[src/rtl/game_defs_pkg.sv]
// Shared game encodings: map tile codes, motion codes, sprite geometry and
// the monster controller state encoding, plus small tile/pixel helpers.
package game_defs;

  localparam logic [2:0] MAP_WALL   = 3'd0;
  localparam logic [2:0] MAP_ROAD0  = 3'd1;
  localparam logic [2:0] MAP_ROAD1  = 3'd2;
  localparam logic [2:0] MAP_STAIRS = 3'd3;

  localparam logic [2:0] MOVE_STOP  = 3'd0;
  localparam logic [2:0] MOVE_DOWN  = 3'd1;
  localparam logic [2:0] MOVE_UP    = 3'd2;
  localparam logic [2:0] MOVE_LEFT  = 3'd3;
  localparam logic [2:0] MOVE_RIGHT = 3'd4;

  localparam int SPRITE_LEN     = 32;
  localparam int SPRITE_LOG_LEN = 5;

  localparam logic [15:0] LFSR_MASK = 16'hB400;

  typedef enum logic [1:0] {
    MON_IDLE  = 2'd0,
    MON_QUERY = 2'd1,
    MON_WALK  = 2'd2,
    MON_DEAD  = 2'd3
  } mon_state_e;

  function automatic logic [2:0] pick_dir(input logic [1:0] sel);
    logic [2:0] d;
    d = MOVE_DOWN;
    case (sel)
      2'd1:    d = MOVE_UP;
      2'd2:    d = MOVE_LEFT;
      2'd3:    d = MOVE_RIGHT;
      default: d = MOVE_DOWN;
    endcase
    return d;
  endfunction

  function automatic logic tile_walkable(input logic [2:0] t);
    return (t == MAP_ROAD0) || (t == MAP_ROAD1) || (t == MAP_STAIRS);
  endfunction

  function automatic logic [9:0] tile_to_px(input logic [9:0] t);
    return {t[9-SPRITE_LOG_LEN:0], {SPRITE_LOG_LEN{1'b0}}};
  endfunction

endpackage

[src/rtl/monster_walker_lfsr16.sv]
// 16-bit right-shifting Galois LFSR; free-runs every cycle outside reset.
module lfsr16
  import game_defs::*;
#(
  parameter logic [15:0] SEED = 16'hACE1
) (
  input  logic        clk,
  input  logic        rst,
  output logic [15:0] state_o
);

  logic [15:0] state_q, state_d;

  // NOTE: every combinational output gets a default before any branch, so no path can leave it unassigned and infer a latch.
  always_comb begin
    state_d = {1'b0, state_q[15:1]};
    if (state_q[0]) state_d = state_d ^ LFSR_MASK;
  end

  // NOTE: registers take non-blocking assignments so every flop samples pre-edge values regardless of block order.
  always_ff @(posedge clk) begin
    if (rst) state_q <= SEED;
    else     state_q <= state_d;
  end

  assign state_o = state_q;

endmodule

[src/rtl/monster_walker.sv]
// Per-monster random-walk controller: idles, probes the map for a walkable
// neighbour, glides one tile over STEP_DELAY*32 cycles, dies after HP_FULL hits.
module monster_walker
  import game_defs::*;
#(
  parameter int unsigned START_R     = 5,
  parameter int unsigned START_C     = 5,
  parameter int unsigned HP_FULL     = 3,
  parameter int unsigned IDLE_CYCLES = 4096,
  parameter int unsigned STEP_DELAY  = 64,
  parameter logic [15:0] LFSR_SEED   = 16'hACE1,
  parameter logic [2:0]  MAP_ID      = 3'd0
) (
  input  logic       clk_13,
  input  logic       rst,
  input  logic [2:0] map_idx,
  input  logic [2:0] dest_type,
  output logic [9:0] dest_r,
  output logic [9:0] dest_c,
  input  logic       hit,
  output logic [9:0] monster_r,
  output logic [9:0] monster_c,
  output logic       monster_alive,
  output logic [2:0] monster_dir,
  output logic [9:0] monster_v,
  output logic [9:0] monster_h
);

  localparam int unsigned WALK_CYCLES = STEP_DELAY * SPRITE_LEN;
  localparam int IDLE_W = (IDLE_CYCLES > 1) ? $clog2(IDLE_CYCLES) : 1;
  localparam int WALK_W = $clog2(WALK_CYCLES);

  localparam logic [IDLE_W-1:0] IDLE_RELOAD = IDLE_W'(IDLE_CYCLES - 1);
  localparam logic [IDLE_W-1:0] IDLE_ONE    = IDLE_W'(1);
  localparam logic [WALK_W-1:0] WALK_RELOAD = WALK_W'(WALK_CYCLES - 1);
  localparam logic [WALK_W-1:0] WALK_ONE    = WALK_W'(1);
  localparam logic [WALK_W-1:0] STEP_MASK   = WALK_W'(STEP_DELAY - 1);
  localparam logic [9:0]        R_RST       = 10'(START_R);
  localparam logic [9:0]        C_RST       = 10'(START_C);
  localparam logic [3:0]        HP_RST      = 4'(HP_FULL);

  mon_state_e        state_q, state_d;
  logic [9:0]        r_q, r_d, c_q, c_d, v_q, v_d, h_q, h_d;
  logic [3:0]        hp_q, hp_d;
  logic [IDLE_W-1:0] idle_cnt_q, idle_cnt_d;
  logic [WALK_W-1:0] walk_cnt_q, walk_cnt_d;
  logic [2:0]        dir_q, dir_d;

  logic [15:0] lfsr_state;
  logic [13:0] lfsr_unused;
  logic [9:0]  dr, dc;
  logic        on_map, hit_ok, blocked;

  lfsr16 #(.SEED(LFSR_SEED)) u_lfsr (
    .clk     (clk_13),
    .rst     (rst),
    .state_o (lfsr_state)
  );

  assign lfsr_unused = lfsr_state[15:2];

  always_comb begin
    state_d    = state_q;
    r_d        = r_q;
    c_d        = c_q;
    v_d        = v_q;
    h_d        = h_q;
    idle_cnt_d = idle_cnt_q;
    walk_cnt_d = walk_cnt_q;
    dir_d      = dir_q;
    dest_r     = r_q;
    dest_c     = c_q;

    // Unit offsets in two's complement; the pixel step reuses the tile offset.
    dr = '0;
    dc = '0;
    case (dir_q)
      MOVE_DOWN:  dr = 10'd1;
      MOVE_UP:    dr = '1;
      MOVE_LEFT:  dc = '1;
      MOVE_RIGHT: dc = 10'd1;
      default:    ;
    endcase

    on_map  = (map_idx == MAP_ID);
    hit_ok  = hit && on_map && (hp_q != '0);
    hp_d    = hit_ok ? hp_q - 4'd1 : hp_q;
    blocked = ((dir_q == MOVE_UP) && (r_q == '0)) || ((dir_q == MOVE_LEFT) && (c_q == '0));

    unique case (state_q)
      MON_IDLE: begin
        if (on_map) begin
          if (idle_cnt_q == '0) begin
            dir_d   = pick_dir(lfsr_state[1:0]);
            state_d = MON_QUERY;
          end else begin
            idle_cnt_d = idle_cnt_q - IDLE_ONE;
          end
        end
      end
      MON_QUERY: begin
        dest_r = r_q + dr;
        dest_c = c_q + dc;
        if (tile_walkable(dest_type) && !blocked) begin
          state_d    = MON_WALK;
          walk_cnt_d = WALK_RELOAD;
        end else begin
          state_d    = MON_IDLE;
          idle_cnt_d = IDLE_RELOAD;
        end
      end
      MON_WALK: begin
        if (walk_cnt_q == '0) begin
          r_d        = r_q + dr;
          c_d        = c_q + dc;
          v_d        = tile_to_px(r_q + dr);
          h_d        = tile_to_px(c_q + dc);
          state_d    = MON_IDLE;
          idle_cnt_d = IDLE_RELOAD;
        end else begin
          walk_cnt_d = walk_cnt_q - WALK_ONE;
          if ((walk_cnt_q & STEP_MASK) == '0) begin
            v_d = v_q + dr;
            h_d = h_q + dc;
          end
        end
      end
      MON_DEAD: ;
    endcase

    // The killing hit overrides any commit or step issued this cycle.
    if (hit_ok && (hp_q == 4'd1)) begin
      state_d = MON_DEAD;
      r_d     = r_q;
      c_d     = c_q;
      v_d     = tile_to_px(r_q);
      h_d     = tile_to_px(c_q);
    end
  end

  always_ff @(posedge clk_13) begin
    if (rst) begin
      state_q    <= MON_IDLE;
      r_q        <= R_RST;
      c_q        <= C_RST;
      v_q        <= tile_to_px(R_RST);
      h_q        <= tile_to_px(C_RST);
      hp_q       <= HP_RST;
      idle_cnt_q <= IDLE_RELOAD;
      walk_cnt_q <= '0;
      dir_q      <= MOVE_STOP;
    end else begin
      state_q    <= state_d;
      r_q        <= r_d;
      c_q        <= c_d;
      v_q        <= v_d;
      h_q        <= h_d;
      hp_q       <= hp_d;
      idle_cnt_q <= idle_cnt_d;
      walk_cnt_q <= walk_cnt_d;
      dir_q      <= dir_d;
    end
  end

  assign monster_r     = r_q;
  assign monster_c     = c_q;
  assign monster_v     = v_q;
  assign monster_h     = h_q;
  assign monster_alive = (hp_q != '0);
  assign monster_dir   = (state_q == MON_WALK) ? dir_q : MOVE_STOP;

endmodule
[config.mk]
export PLATFORM = sky130hd
export DESIGN_NAME = monster_walker
export DESIGN_NICKNAME = d
export VERILOG_FILES = /design/src/rtl/game_defs_pkg.sv /design/src/rtl/monster_walker_lfsr16.sv /design/src/rtl/monster_walker.sv
export SDC_FILE = /design/constraint.sdc
export NUM_CORES = 1
export LEC_CHECK = 0
export CAP_MARGIN = 20
export CORE_MARGIN = 10
export CORE_UTILIZATION = 50
export DETAILED_ROUTE_END_ITERATION = 16
export GPL_ROUTABILITY_DRIVEN = 0
export PLACE_DENSITY_LB_ADDON = 0.15
export SKIP_CTS_REPAIR_TIMING = 1
export SYNTH_ARGS = -nofsm -noshare
export SYNTH_HDL_FRONTEND = slang
export SYNTH_SLANG_ARGS = --single-unit
[constraint.sdc]
create_clock -name clk_13 -period 3.2 [get_ports clk_13]
set_clock_uncertainty 0.1 [all_clocks]
set_input_delay 0.48 -clock clk_13 [delete_from_list [all_inputs] [get_ports clk_13]]
set_output_delay 0.48 -clock clk_13 [all_outputs]
set_load 0.02 [all_outputs]
Yosys cells after proc, flatten, opt, wreduce, memory -nomap -nowiden
Cells that the tools add are included.
{ "word_totals": {"mem_count": 0, "mem_bits_ro": 0, "register_bits": 88, "ram_bits": 0, "latch_bits": 0, "output_inout_bits": 64} }
{ "classes": {"reduce_logical": 32, "div_mod_pow": 0, "n_mul": 0, "eq_ne": 22, "muxes": 29, "bitwise": 2, "shift": 0, "n_lt_le_gt_ge": 0, "n_addsub": 7} }
{ "op_table": {"columns": ["op", "n"], "rows": [
  ["10-bit 2-to-1 mux", 10],
  ["12-bit 2-to-1 mux", 4],
  ["10-bit adder", 4],
  ["10-bit one-hot mux with 2 select lines", 2],
  ["12-bit one-hot mux with 3 select lines", 1],
  ["11-bit logical NOT", 2],
  ["11-bit 2-to-1 mux", 2],
  ["11-bit one-hot mux with 2 select lines", 1],
  ["10-bit logical NOT", 2],
  ["16-bit 2-to-1 mux", 1],
  ["3-bit by 2-bit equality test with 1-bit output, second input constant", 4],
  ["12-bit logical NOT", 1],
  ["2-bit inequality test, second input constant", 6],
  ["12-bit by 1-bit subtractor with 12-bit output, second input constant", 1],
  ["11-bit by 1-bit subtractor with 11-bit output, second input constant", 1],
  ["2-bit 2-to-1 mux", 5],
  ["3-bit inequality test, second input constant", 3],
  ["3-bit one-hot mux with 3 select lines", 1],
  ["3-bit AND reduction", 3],
  ["4-bit nonzero test", 2],
  ["2-bit equality test, second input constant", 3],
  ["3-bit by 1-bit equality test with 1-bit output, second input constant", 2],
  ["1-bit logical AND", 6],
  ["2-bit one-hot mux with 3 select lines", 1],
  ["17 further kinds", 24]
]} }

Longest topological paths before layout
Gate-level depths: netlist of the first run.
{ "logic_depth": {"word_depth": 8, "mapped_depth": 12} }

Modules after synthesis
A second synthesis of the first run with hierarchy kept.
{ "hier_totals": {"hier_cells": 692, "hier_area_um2": 5796.8} }
{ "by_module_without_submodules": {"columns": ["module", "cells_each", "area_per_inst_um2", "n_inst"], "rows": [
  ["monster_walker", 643, 5236.3, 1],
  ["lfsr16", 49, 560.5, 1]
]} }

Worst setup path after synthesis of the first run
OpenSTA, ideal clock, no wires.
{ "synth_timing": {"path_kind": "reg-to-output", "start": "register dir_q[1]", "end": "output dest_r[9]", "required_time_ns": 2.620, "slack_ns": -0.462, "t_arrival_ns": 3.082, "n_path_buf": 0, "stages_incl_launch_ff": 10, "cell_sequence": "dfxtp_1 > or3b_2 > inv_1 > ha_1 > a211oi_1 > o21a_1 > o21ai_0 > and3_1 > or3_1 > xnor2_1"} }
{ "synth_between": {"elab_chain_cells": 4} }
{ "synth_rtl": {"columns": ["item", "line", "rtl"], "rows": [
  ["start: declaration", "monster_walker.sv:47", "logic [2:0] dir_q, dir_d;"],
  ["start signal: assignment", "monster_walker.sv:161", "dir_q <= dir_d;"],
  ["3-bit by 2-bit equality test with 1-bit output / 3-bit by 1-bit equality test with 1-bit output (equally long branches)", "monster_walker.sv:77", "case (dir_q)"],
  ["10-bit one-hot mux with 2 select lines (*)", "monster_walker.sv:77", null],
  ["10-bit adder (*)", null, null],
  ["10-bit 2-to-1 mux (*)", "monster_walker.sv:90", "unique case (state_q)"],
  ["end: declaration", "monster_walker.sv:18", "output logic [9:0] dest_r,"]
]} }
Every way passes the cells marked *; elsewhere a longest branch is shown, timed or not.

Worst setup path after layout of the first run
{ "layout_timing": {"start": "register dir_q[2]", "end": "output dest_c[9]"} }
{ "layout_between": {"elab_chain_cells": 4} }
{ "layout_rtl": {"columns": ["item", "line", "rtl"], "rows": [
  ["3-bit equality test / 3-bit by 2-bit equality test with 1-bit output (equally long branches)", "monster_walker.sv:77", null],
  ["10-bit one-hot mux with 2 select lines (*)", "monster_walker.sv:77", null],
  ["10-bit adder (*)", null, null],
  ["10-bit 2-to-1 mux (*)", "monster_walker.sv:90", null],
  ["end: declaration", "monster_walker.sv:19", "output logic [9:0] dest_c,"]
]} }
Marked as above.

==> impl_metrics.env, run 1 <==
export IMPL_outcome="complete, but fails checks"
export IMPL_failed_checks="setup timing"
export IMPL_core_area_um2=11000
export IMPL_die_h_um=127
export IMPL_internal_power_mw=1.77
export IMPL_path_max_fanout=8
export IMPL_period_share_pct=109
export IMPL_timing_rr_end="monster_h[8]"
export IMPL_syn_nets=760
export IMPL_setup_violations=10
export IMPL_synth_edf_count=0
export IMPL_gr_total_overflow=0
export IMPL_grt_pass1_wl_um=28200
export IMPL_cpMostUsedCell="buf_6"
export IMPL_vias_per_cell=6.06
export IMPL_start_util_pct=51.9
export IMPL_first_global_vias=5790
export IMPL_place_inst=963
export IMPL_rrSetupSlack_ns=0.16
export IMPL_ys_seq_area_share_pct=30.9
export IMPL_root_buffer="clkbuf_16"
export IMPL_clkSlewWorstSetupHoldPaths_ns=0.07
export IMPL_drc_errors=0
export IMPL_netSwitchingFraction_pct=23.1
export IMPL_clock_latency_ns=0.35
export IMPL_p_leak_nw=3.15
export IMPL_final_layout_size_suffix_gt1_share_pct=23.6
export IMPL_path_cells="nand3b_1, clkinvlp_4, buf_6, ha_1, a21o_1, nor3_1, o21ai_1, and3_4, or3_4, xnor2_4, buf_6"
export IMPL_fill_cells=855
export IMPL_synthFlopType="dfxtp_1"
export IMPL_syn2layout_area_growth_pct=35.7
export IMPL_first_pass_iters=6
export IMPL_critPathBufInv=3
export IMPL_drt_iter0_drc=537
export IMPL_fin_cells=989
export IMPL_startpoint_type="flip-flop"
export IMPL_crit_slowest_cell="or3_4"
export IMPL_maxCapViolCount=0
export IMPL_holdPathEnd="u_lfsr.state_o[5]"
export IMPL_ys_async_sr_fraction_pct=0
export IMPL_antenna_found_initial=0
export IMPL_synth_commonest_cells="dfxtp_1, a21oi_1, nand2_1"
export IMPL_seqPwrFrac_pct=48.5
export IMPL_io_pins=73
export IMPL_die_x_um=127
export IMPL_ys_top_cells_by_area="dfxtp_1, ha_1, a21oi_1"
export IMPL_yosys_warnings=0
export IMPL_worstSetupEndpointType="primary output"
export IMPL_hold_viol=0
export IMPL_yosysTopAreaCell="dfxtp_1"
export IMPL_p_per_area_nw_per_um2=298
export IMPL_holdWs_ns=0.315
export IMPL_holdPathStages=1
export IMPL_ys_ff_latch=88
export IMPL_power_switching_mw=0.531
export IMPL_rows=38
export IMPL_syn_area_um2=5700
export IMPL_path_delay_family="simple AND/OR/NAND/NOR gates"
export IMPL_cts_tree="built"
export IMPL_antenna_left=0
export IMPL_cpPeakStageDelay_ns=0.39
export IMPL_port_buffers=72
export IMPL_timing_rr_start="dir_q[2]"
export IMPL_diodes=0
export IMPL_synth_most_common_cell="dfxtp_1"
export IMPL_wirelength_um=18200
export IMPL_vias=5997
export IMPL_p_total_mw=2.30
export IMPL_max_freq_mhz=287
export IMPL_clkSinkCount=88
export IMPL_rsz0062_at_grt="yes"
export IMPL_arrival_ns=2.90
export IMPL_worst_slew_pin_slew_ns=0.717
export IMPL_min_period_ns=3.48
export IMPL_worst_setup_path_type="reg2out"
export IMPL_clk_path_buf_depth=2
export IMPL_dieArea_um2=16100
export IMPL_cts_made_buffers=9
export IMPL_drv_slew=0
export IMPL_grt_total_usage_pct=20.9
export IMPL_hold_path_class="reg2reg"
export IMPL_syn_area_per_cell_um2=8.14
export IMPL_critPathRequiredTime_ns=2.62
export IMPL_irDropWorstVdd_uv=357
export IMPL_hp_start="u_lfsr.state_o[6]"
export IMPL_clockPowerShare_pct=48.0
export IMPL_nNetsFinal=904
export IMPL_worst_slack_ns=-0.284
export IMPL_wl_per_cell_um=18.4
export IMPL_synthCells=700
export IMPL_synth_top_area_share_pct=30.9
export IMPL_grt_max_degree=44
export IMPL_relSlewSlack_pct=51.5
export IMPL_rr_worst_depth=12
export IMPL_combPwrFrac_pct=3.4
export IMPL_ys_types=66
export IMPL_h_tree_depth=3
export IMPL_hpwl_um=12800
==> layout by cell type, fill, tap and decap left out, types with 5 or more instances in the layout <==
master and instances:
a211oi_1 13, or3_1 6, nand2_1 62, and2_1 5, o21a_1 5, ha_4 6, nand4_1 11, o21ai_0 30
o21bai_1 6, nor2b_1 11, nand3_1 21, o21ai_1 8, nor3b_1 6, ha_1 40, mux2_2 8, nor2_1 52
a21oi_1 59, nand2b_1 7, nor4_1 10, dfxtp_1 85, nor3_1 18, clkbuf_16 9, or2_2 8, a41oi_1 5
buf_6 9, o211ai_1 8, a21o_1 10, inv_1 23, and3_1 7, a21oi_2 7, buf_4 89, xnor2_1 27
clkdlybuf4s50_1 53, or4_1 5, a31oi_1 5
==> power by group through the flow <==
| stage | logic (mW) | registers, mW | clock network [mW] |
|---|---|---|---|
| 6_report | 0.0784 | 1.12 | 1.11 |
| 5_1_grt | 0.0873 | 1.12 | 1.16 |
| 4_1_cts | 0.0785 | 1.12 | 1.12 |
| 3_5_place_dp | 0.0778 | 1.14 | 0 |
| 3_3_place_gp | 0.0759 | 1.14 | 0 |
| 2_1_floorplan | 0.0493 | 1.14 | 0 |
==> metrics by stage <==
step                TNS (ns)  cell area [µm²]  setup slack (ns)  utilization (%)
detailed placement     -2.95             7130            -0.413             64.9
global route           -2.77             7730            -0.396             70.4
finish                 -1.77             7730            -0.284             70.4
CTS                    -9.04             7440            -0.800             67.7
global placement       -2.30             7130            -0.360             64.9
floorplan            -0.0255             5760           -0.0222                -
==> sequential cells by signal (all words and copies together), names as in the netlist <==
name,count
u_lfsr.state_o,16
monster_v,10
monster_r,10
idle_cnt_q,12
state_q,2
monster_h,10
monster_c,10
walk_cnt_q,11
hp_q,4
dir_q,3
==> how the worst max path moves through the flow <==
stage / from / endpoint / slack [ns] / cells past startpoint
after floorplan: dir_q[1] / dest_r[9] / -0.02 / 9
after global placement: dir_q[1] / dest_r[9] / -0.36 / 10
after detailed placement: dir_q[1] / dest_r[9] / -0.41 / 10
after CTS: dir_q[1] / dest_r[9] / -0.80 / 10
after global routing: dir_q[2] / dest_c[9] / -0.40 / 11
final: dir_q[2] / dest_c[9] / -0.28 / 11
==> layer usage <==
| layer | share of wire [%] | up-vias | GRT usage [%] |
|---|---|---|---|
| met4 | 2.8 | 0 | 9.91 |
| met3 | 6.7 | 41 | 3.87 |
| met2 | 50 | 250 | 36.1 |
| li1 | - | 2845 | - |
| met5 | 0 | - | 0 |
| met1 | 40 | 2861 | 24.3 |
==> final cells by class <==
| type | instances | area, µm² | area share (%) |
|---|---|---|---|
| well taps | 140 | 175 | 2.27 |
| repair buffers | 162 | 1380 | 17.8 |
| clock inverters | 6 | 65.1 | 0.842 |
| flip-flops and latches | 88 | 1770 | 22.8 |
| clock buffers | 10 | 239 | 3.09 |
| inverters | 28 | 113 | 1.46 |
| multi-input cells | 555 | 3990 | 51.7 |
==> cells by family (layout without fill, tap and decap cells) <==
group | after synthesis | in the layout | synth area share (%)
AND/OR/NAND/NOR | 261 | 261 | 23.6
AO/OA/AOI/OAI | 194 | 194 | 21.6
flip-flops | 88 | 88 | 30.9
buffers and inverters | 57 | 206 | 4.02
adder cells (fa/ha/maj) | 51 | 51 | 11.7
XOR/XNOR | 35 | 35 | 5.38
multiplexers | 14 | 14 | 2.72
Note: power is estimated with default switching activity, not from simulation.
==> run 2, diff against run 1 <==
--- a/config.mk
+++ b/config.mk
@@ -8,6 +8,7 @@
 export CAP_MARGIN = 20
 export CORE_MARGIN = 10
 export CORE_UTILIZATION = 50
+export CTS_CLUSTER_DIAMETER = 200
 export DETAILED_ROUTE_END_ITERATION = 16
 export GPL_ROUTABILITY_DRIVEN = 0
 export PLACE_DENSITY_LB_ADDON = 0.15
@@ -15,3 +16,4 @@
 export SYNTH_ARGS = -nofsm -noshare
 export SYNTH_HDL_FRONTEND = slang
 export SYNTH_SLANG_ARGS = --single-unit
+export TNS_END_PERCENT = 5
==> impl_metrics.env, run 2 (same netlist as run 1, synthesis figures left out) <==
export IMPL_outcome="complete, but fails checks"
export IMPL_failed_checks="setup timing"
export IMPL_critPathBufInv=3
export IMPL_cpMostUsedCell="buf_4"
export IMPL_arrival_ns=2.89
export IMPL_worst_setup_path_type="reg2out"
export IMPL_port_buffers=72
export IMPL_grt_max_degree=32
export IMPL_core_area_um2=11000
export IMPL_hpwl_um=13000
export IMPL_worst_slew_pin_slew_ns=0.767
export IMPL_setup_violations=11
export IMPL_crit_slowest_cell="or3b_4"
export IMPL_largest_reg_flops=16
export IMPL_critPathRequiredTime_ns=2.62
export IMPL_clk_path_buf_depth=2
export IMPL_grt_total_usage_pct=21.1
export IMPL_vias=5874
export IMPL_path_cells="or3b_4, clkinvlp_4, buf_4, ha_1, o21ai_1, o21ai_0, and3_1, or3_1, xnor2_2, buf_4"
export IMPL_dieArea_um2=16100
export IMPL_start_util_pct=51.9
export IMPL_fin_area_um2=7590
export IMPL_rsz0062_at_grt="yes"
export IMPL_wirelength_um=17600
export IMPL_min_period_ns=3.47
export IMPL_worst_slack_ns=-0.275
export IMPL_drc_errors=0
export IMPL_p_per_area_nw_per_um2=305
export IMPL_startpoint="dir_q[0]"
export IMPL_p_leak_nw=3.24
export IMPL_rows=38
export IMPL_clkSinkCount=88
export IMPL_max_freq_mhz=288
export IMPL_gr_total_overflow=0
export IMPL_period_share_pct=109
export IMPL_wl_per_cell_um=17.7
export IMPL_cpPeakStageDelay_ns=0.42
export IMPL_final_layout_size_suffix_gt1_share_pct=20.5
export IMPL_root_buffer="clkbuf_16"
export IMPL_first_pass_iters=5
export IMPL_holdWs_ns=0.316
export IMPL_irDropWorstVdd_uv=487
export IMPL_cts_tree="built"
export IMPL_path_max_fanout=6
export IMPL_startpoint_type="flip-flop"
export IMPL_die_h_um=127
export IMPL_io_pins=73
export IMPL_die_x_um=127
export IMPL_post_dp_cell_area_um2=7210
export IMPL_layout_common_cells="buf_4, dfxtp_1, nand2_1"
export IMPL_cts_made_buffers=9
export IMPL_grt_pass1_wl_um=28500
export IMPL_relSlewSlack_pct=48.2
export IMPL_maxCapViolCount=0
export IMPL_drv_slew=0
export IMPL_antenna_left=0
export IMPL_timing_rr_start="dir_q[2]"
export IMPL_worstSetupEndpointType="primary output"
export IMPL_clock_latency_ns=0.35
export IMPL_drt_iter0_drc=537
export IMPL_syn2layout_area_growth_pct=33.3
export IMPL_h_tree_depth=3
export IMPL_first_global_vias=5758
export IMPL_fill_cells=904
export IMPL_diodes=0
export IMPL_antenna_found_initial=0
export IMPL_hold_viol=0
export IMPL_vias_per_cell=5.92
export IMPL_nNetsFinal=908
export IMPL_hp_start="u_lfsr.state_o[8]"
export IMPL_path_delay_family="simple AND/OR/NAND/NOR gates"
export IMPL_hold_path_class="reg2reg"
export IMPL_clkSlewWorstSetupHoldPaths_ns=0.07
export IMPL_final_common_cell="buf_4"
==> run 2: cell count changes in the layout (fill, tap and decap cells not counted), moves of 3 or more <==
cell,previous run,this run
buf_4,89,96
buf_6,9,1
dlymetal6s2s_1,3,7
ha_1,40,45
ha_4,6,2
mux2_2,8,12
mux2_4,4,0
nor2_1,52,56
nor2_2,4,1
or3_1,6,9
or3_4,4,1
==> run 2: stage by stage <==
step / cells / utilization (%) / setup slack (ns) / power, mW / TNS (ns)
floorplan: 700 / - / -0.0224 / 1.19 / -0.0446
global placement: 973 / 65.6 / -0.378 / 1.22 / -2.16
detailed placement: 973 / 65.6 / -0.410 / 1.22 / -3.15
CTS: 989 / 68.4 / -0.855 / 2.33 / -9.20
global route: 993 / 69.2 / -0.402 / 2.39 / -3.98
finish: 993 / 69.2 / -0.275 / 2.32 / -2.12
==> run 2: per-layer routing <==
metal	part of all wire [%]	GRT usage (%)	vias up
met5	0	0	-
met4	1.8	6.50	0
met3	7.2	5.83	32
met2	51	37.2	216
met1	40	24.1	2769
li1	-	-	2857
==> run 2: final timing paths <==
| check | slack, ns | cells past startpoint | end |
|---|---|---|---|
| worst max-delay path | -0.27 | 10 | dest_r[9] |
| worst min-delay path | 0.32 | 1 | u_lfsr.state_o[7] |
| worst max register to register | 0.03 | 12 | monster_h[8] |
| worst min register to register | 0.32 | 1 | u_lfsr.state_o[7] |
==> run 2: layout make-up <==
cell class	instances	area, µm²	area share, %
multi-input cells	555	3830	50.5
flip-flops and latches	88	1760	23.2
repair buffers	166	1400	18.4
clock buffers	9	225	2.97
well taps	140	175	2.31
inverters	28	113	1.48
clock inverters	7	83.8	1.10
==> run 2: worst reg2reg max path, stage by stage (launching register included) <==
cell,delay [ns]
dfxtp_2,0.36
nand3b_1,0.19
clkinvlp_4,0.16
a21o_1,0.22
buf_4,0.16
ha_1,0.22
fa_1,0.41
a21oi_1,0.19
o21ai_0,0.17
a2111oi_2,0.39
nor3_1,0.09
nand3b_1,0.19
a211oi_1,0.23
==> run 2: report_power, final <==
group          switching (mW)  internal (mW)
logic                  0.0496         0.0315
clock network           0.495          0.621
registers             0.00734           1.11
total                   0.552           1.76
==> edit, RTL diff (settings of run 1) <==
Set the package constant `SPRITE_LEN` to 64 (it was 32).
--- a/src/rtl/game_defs_pkg.sv
+++ b/src/rtl/game_defs_pkg.sv
@@ -13,7 +13,7 @@
   localparam logic [2:0] MOVE_LEFT  = 3'd3;
   localparam logic [2:0] MOVE_RIGHT = 3'd4;
 
-  localparam int SPRITE_LEN     = 32;
+  localparam int SPRITE_LEN     = 64;
   localparam int SPRITE_LOG_LEN = 5;
 
   localparam logic [15:0] LFSR_MASK = 16'hB400;
Function: no difference found for any inputs over 10 cycles, from zero or initial values and one cycle with rst high; that may be too few to reach the edited logic, so the function may still have changed.
==> edit against run 1 <==
- the run still ends with negative setup slack left
- power increased by 0.99%
- synthesized cell count fell by 1.1%
- design area increased by 2.1%
- setup slack worse by 100 ps
- via count shrank 5.2%
- synthesized area is 1.1% higher
- routed wire length fell by 4.6%
- combinational power increased by 49%
- die area grew 0.90%
- hold slack about the same
- sequential cell count rose by 1
- utilization down 1.0 points
- critical path type unchanged
- largest power group unchanged
==> edit: results <==
[run_status]
status = "finished, violations left"
violations = "negative setup slack"

[final_layout]
antenna_cells = 0
layout.cells.non_filler = 982
layout-drive-gt1-share = 0.250
nets = 895
largest_register_ff_count = 16

[cts]
h-tree-depth = 3
clk_pin_slew_worst_paths_ps = 70
worstSkewPairLatency_ps = 350
root_buffer = "clkbuf_16"

[place]
placed_area_um2 = 7070
dp_cells = 947
hpwl_um = 12000
portBuffers = 72
dp_slack_ps = -389

[logic_synthesis]
yosysUniqueCellTypes = 67
yosys-top-cells-count = "89 x dfxtp_1, 80 x nor2_1, 70 x nand2_1, 64 x a21oi_1, 47 x ha_1"
synth.mux.area_fraction = 0.0382
syn_nets = 752
yosys_warnings = 0
synth_compound_area_frac = 0.208
synth_fa_ha_area_frac = 0.116
ys_seq_area_frac = 0.309
yosysTopAreaCellShare = 0.309
synth_xor_xnor_area_share = 0.0654
syn_inst = 692
synthTopCellsByArea = "dfxtp_1 31%, ha_1 10%, xnor2_1 5.8%, a21oi_1 5.6%, nor2_1 5.2%"

[timing]
worstMarginPinSlew_ps = 754
setup_slack_ps = -385
setup_viol = 10

[power]
power.switching_uw = 551
power.leakage_nw = 3.22
ir_drop_mv = 0.270

[routing]
drtIter0Drc = 400
wl_per_cell_um = 17.6
viasPerCell = 5.79
drtPass1Iterations = 5

[grt]
grt_usage = 0.196
grt_max_degree = 71
first_global_vias = 5411
grt_pass1_wl_um = 26600

[critical_path]
worstPathMaxFanout = 5
cp_data_arrival_time_ps = 3000
## edit: cell count changes in the layout (fill, tap and decap cells not counted), moves of 7 or more
cell,run 1,this run
nor2_1,52,76
nor3_1,18,26
o21ai_0,30,21
nand3_1,21,12
buf_4,89,81
inv_1,23,16
nand2_1,62,70
a41oi_2,0,8
nand4_1,11,3
buf_6,9,17
## edit: final cells by class
class	instances	area, um2
clock inverter	6	68.8
tap	143	179
clock buffer	9	225
multi-input combinational	553	4090
inverter	21	86.3
sequential	89	1790
fill	867	3480
timing repair buffer	161	1450
## edit: logic make-up after synthesis
kind of cell             Yosys count
flip-flops                        89
buffers and inverters             50
AO/OA/AOI/OAI                    173
multiplexers                      20
XOR/XNOR                          43
adder cells (fa/ha/maj)           51
AND/OR/NAND/NOR                  266
## edit: worst paths after layout
check | from | endpoint | slack, ps | cells after the start
hold reg to reg | u_lfsr.state_o[7]$_SDFF_PP1_ | u_lfsr.state_o[6]$_SDFF_PP1_ | 320 | 1
setup / recovery | dir_q[1]$_SDFFE_PP0P_ | dest_r[8] | -380 | 13
hold / removal | u_lfsr.state_o[7]$_SDFF_PP1_ | u_lfsr.state_o[6]$_SDFF_PP1_ | 320 | 1
setup reg to reg | dir_q[0]$_SDFFE_PP0P_ | monster_v[9]$_SDFFE_PP0P_ | 160 | 13
## edit: routing by layer
layer	share of wire	global-route usage	routed length (um)
met1	0.43	0.250	7390
met2	0.48	0.314	8240
met3	0.069	0.0455	1190
met4	0.028	0.0730	490
met5	0	0	0
## edit: power groups by stage
stage / Clock (mW) / Combinational, mW / Sequential (mW)
finish: 1.08 / 0.117 / 1.13
detailed placement: 0 / 0.115 / 1.16
CTS: 1.09 / 0.116 / 1.14
global route: 1.13 / 0.127 / 1.13
global placement: 0 / 0.113 / 1.16
floorplan: 0 / 0.0761 / 1.16
## edit: metrics by stage
| step | TNS, ps | hold slack, ps |
|---|---|---|
| 2_1_floorplan | -65.8 | 289 |
| 3_3_place_gp | -1920 | 296 |
| 3_5_place_dp | -2700 | 300 |
| 4_1_cts | -8640 | 319 |
| 5_1_grt | -3040 | 336 |
| 6_report | -1820 | 315 |
## edit: critical path, cell delays in order, from the launching register on
cell and delay [ps]:
dfxtp_4 360, xnor2_2 130, nor2_2 130, ha_2 190
inv_2 40, fa_2 360, nor2b_2 140, o21a_1 160
o21a_1 180, o21ai_2 80, a211o_1 330, xnor2_1 140
mux2_4 260, buf_6 130
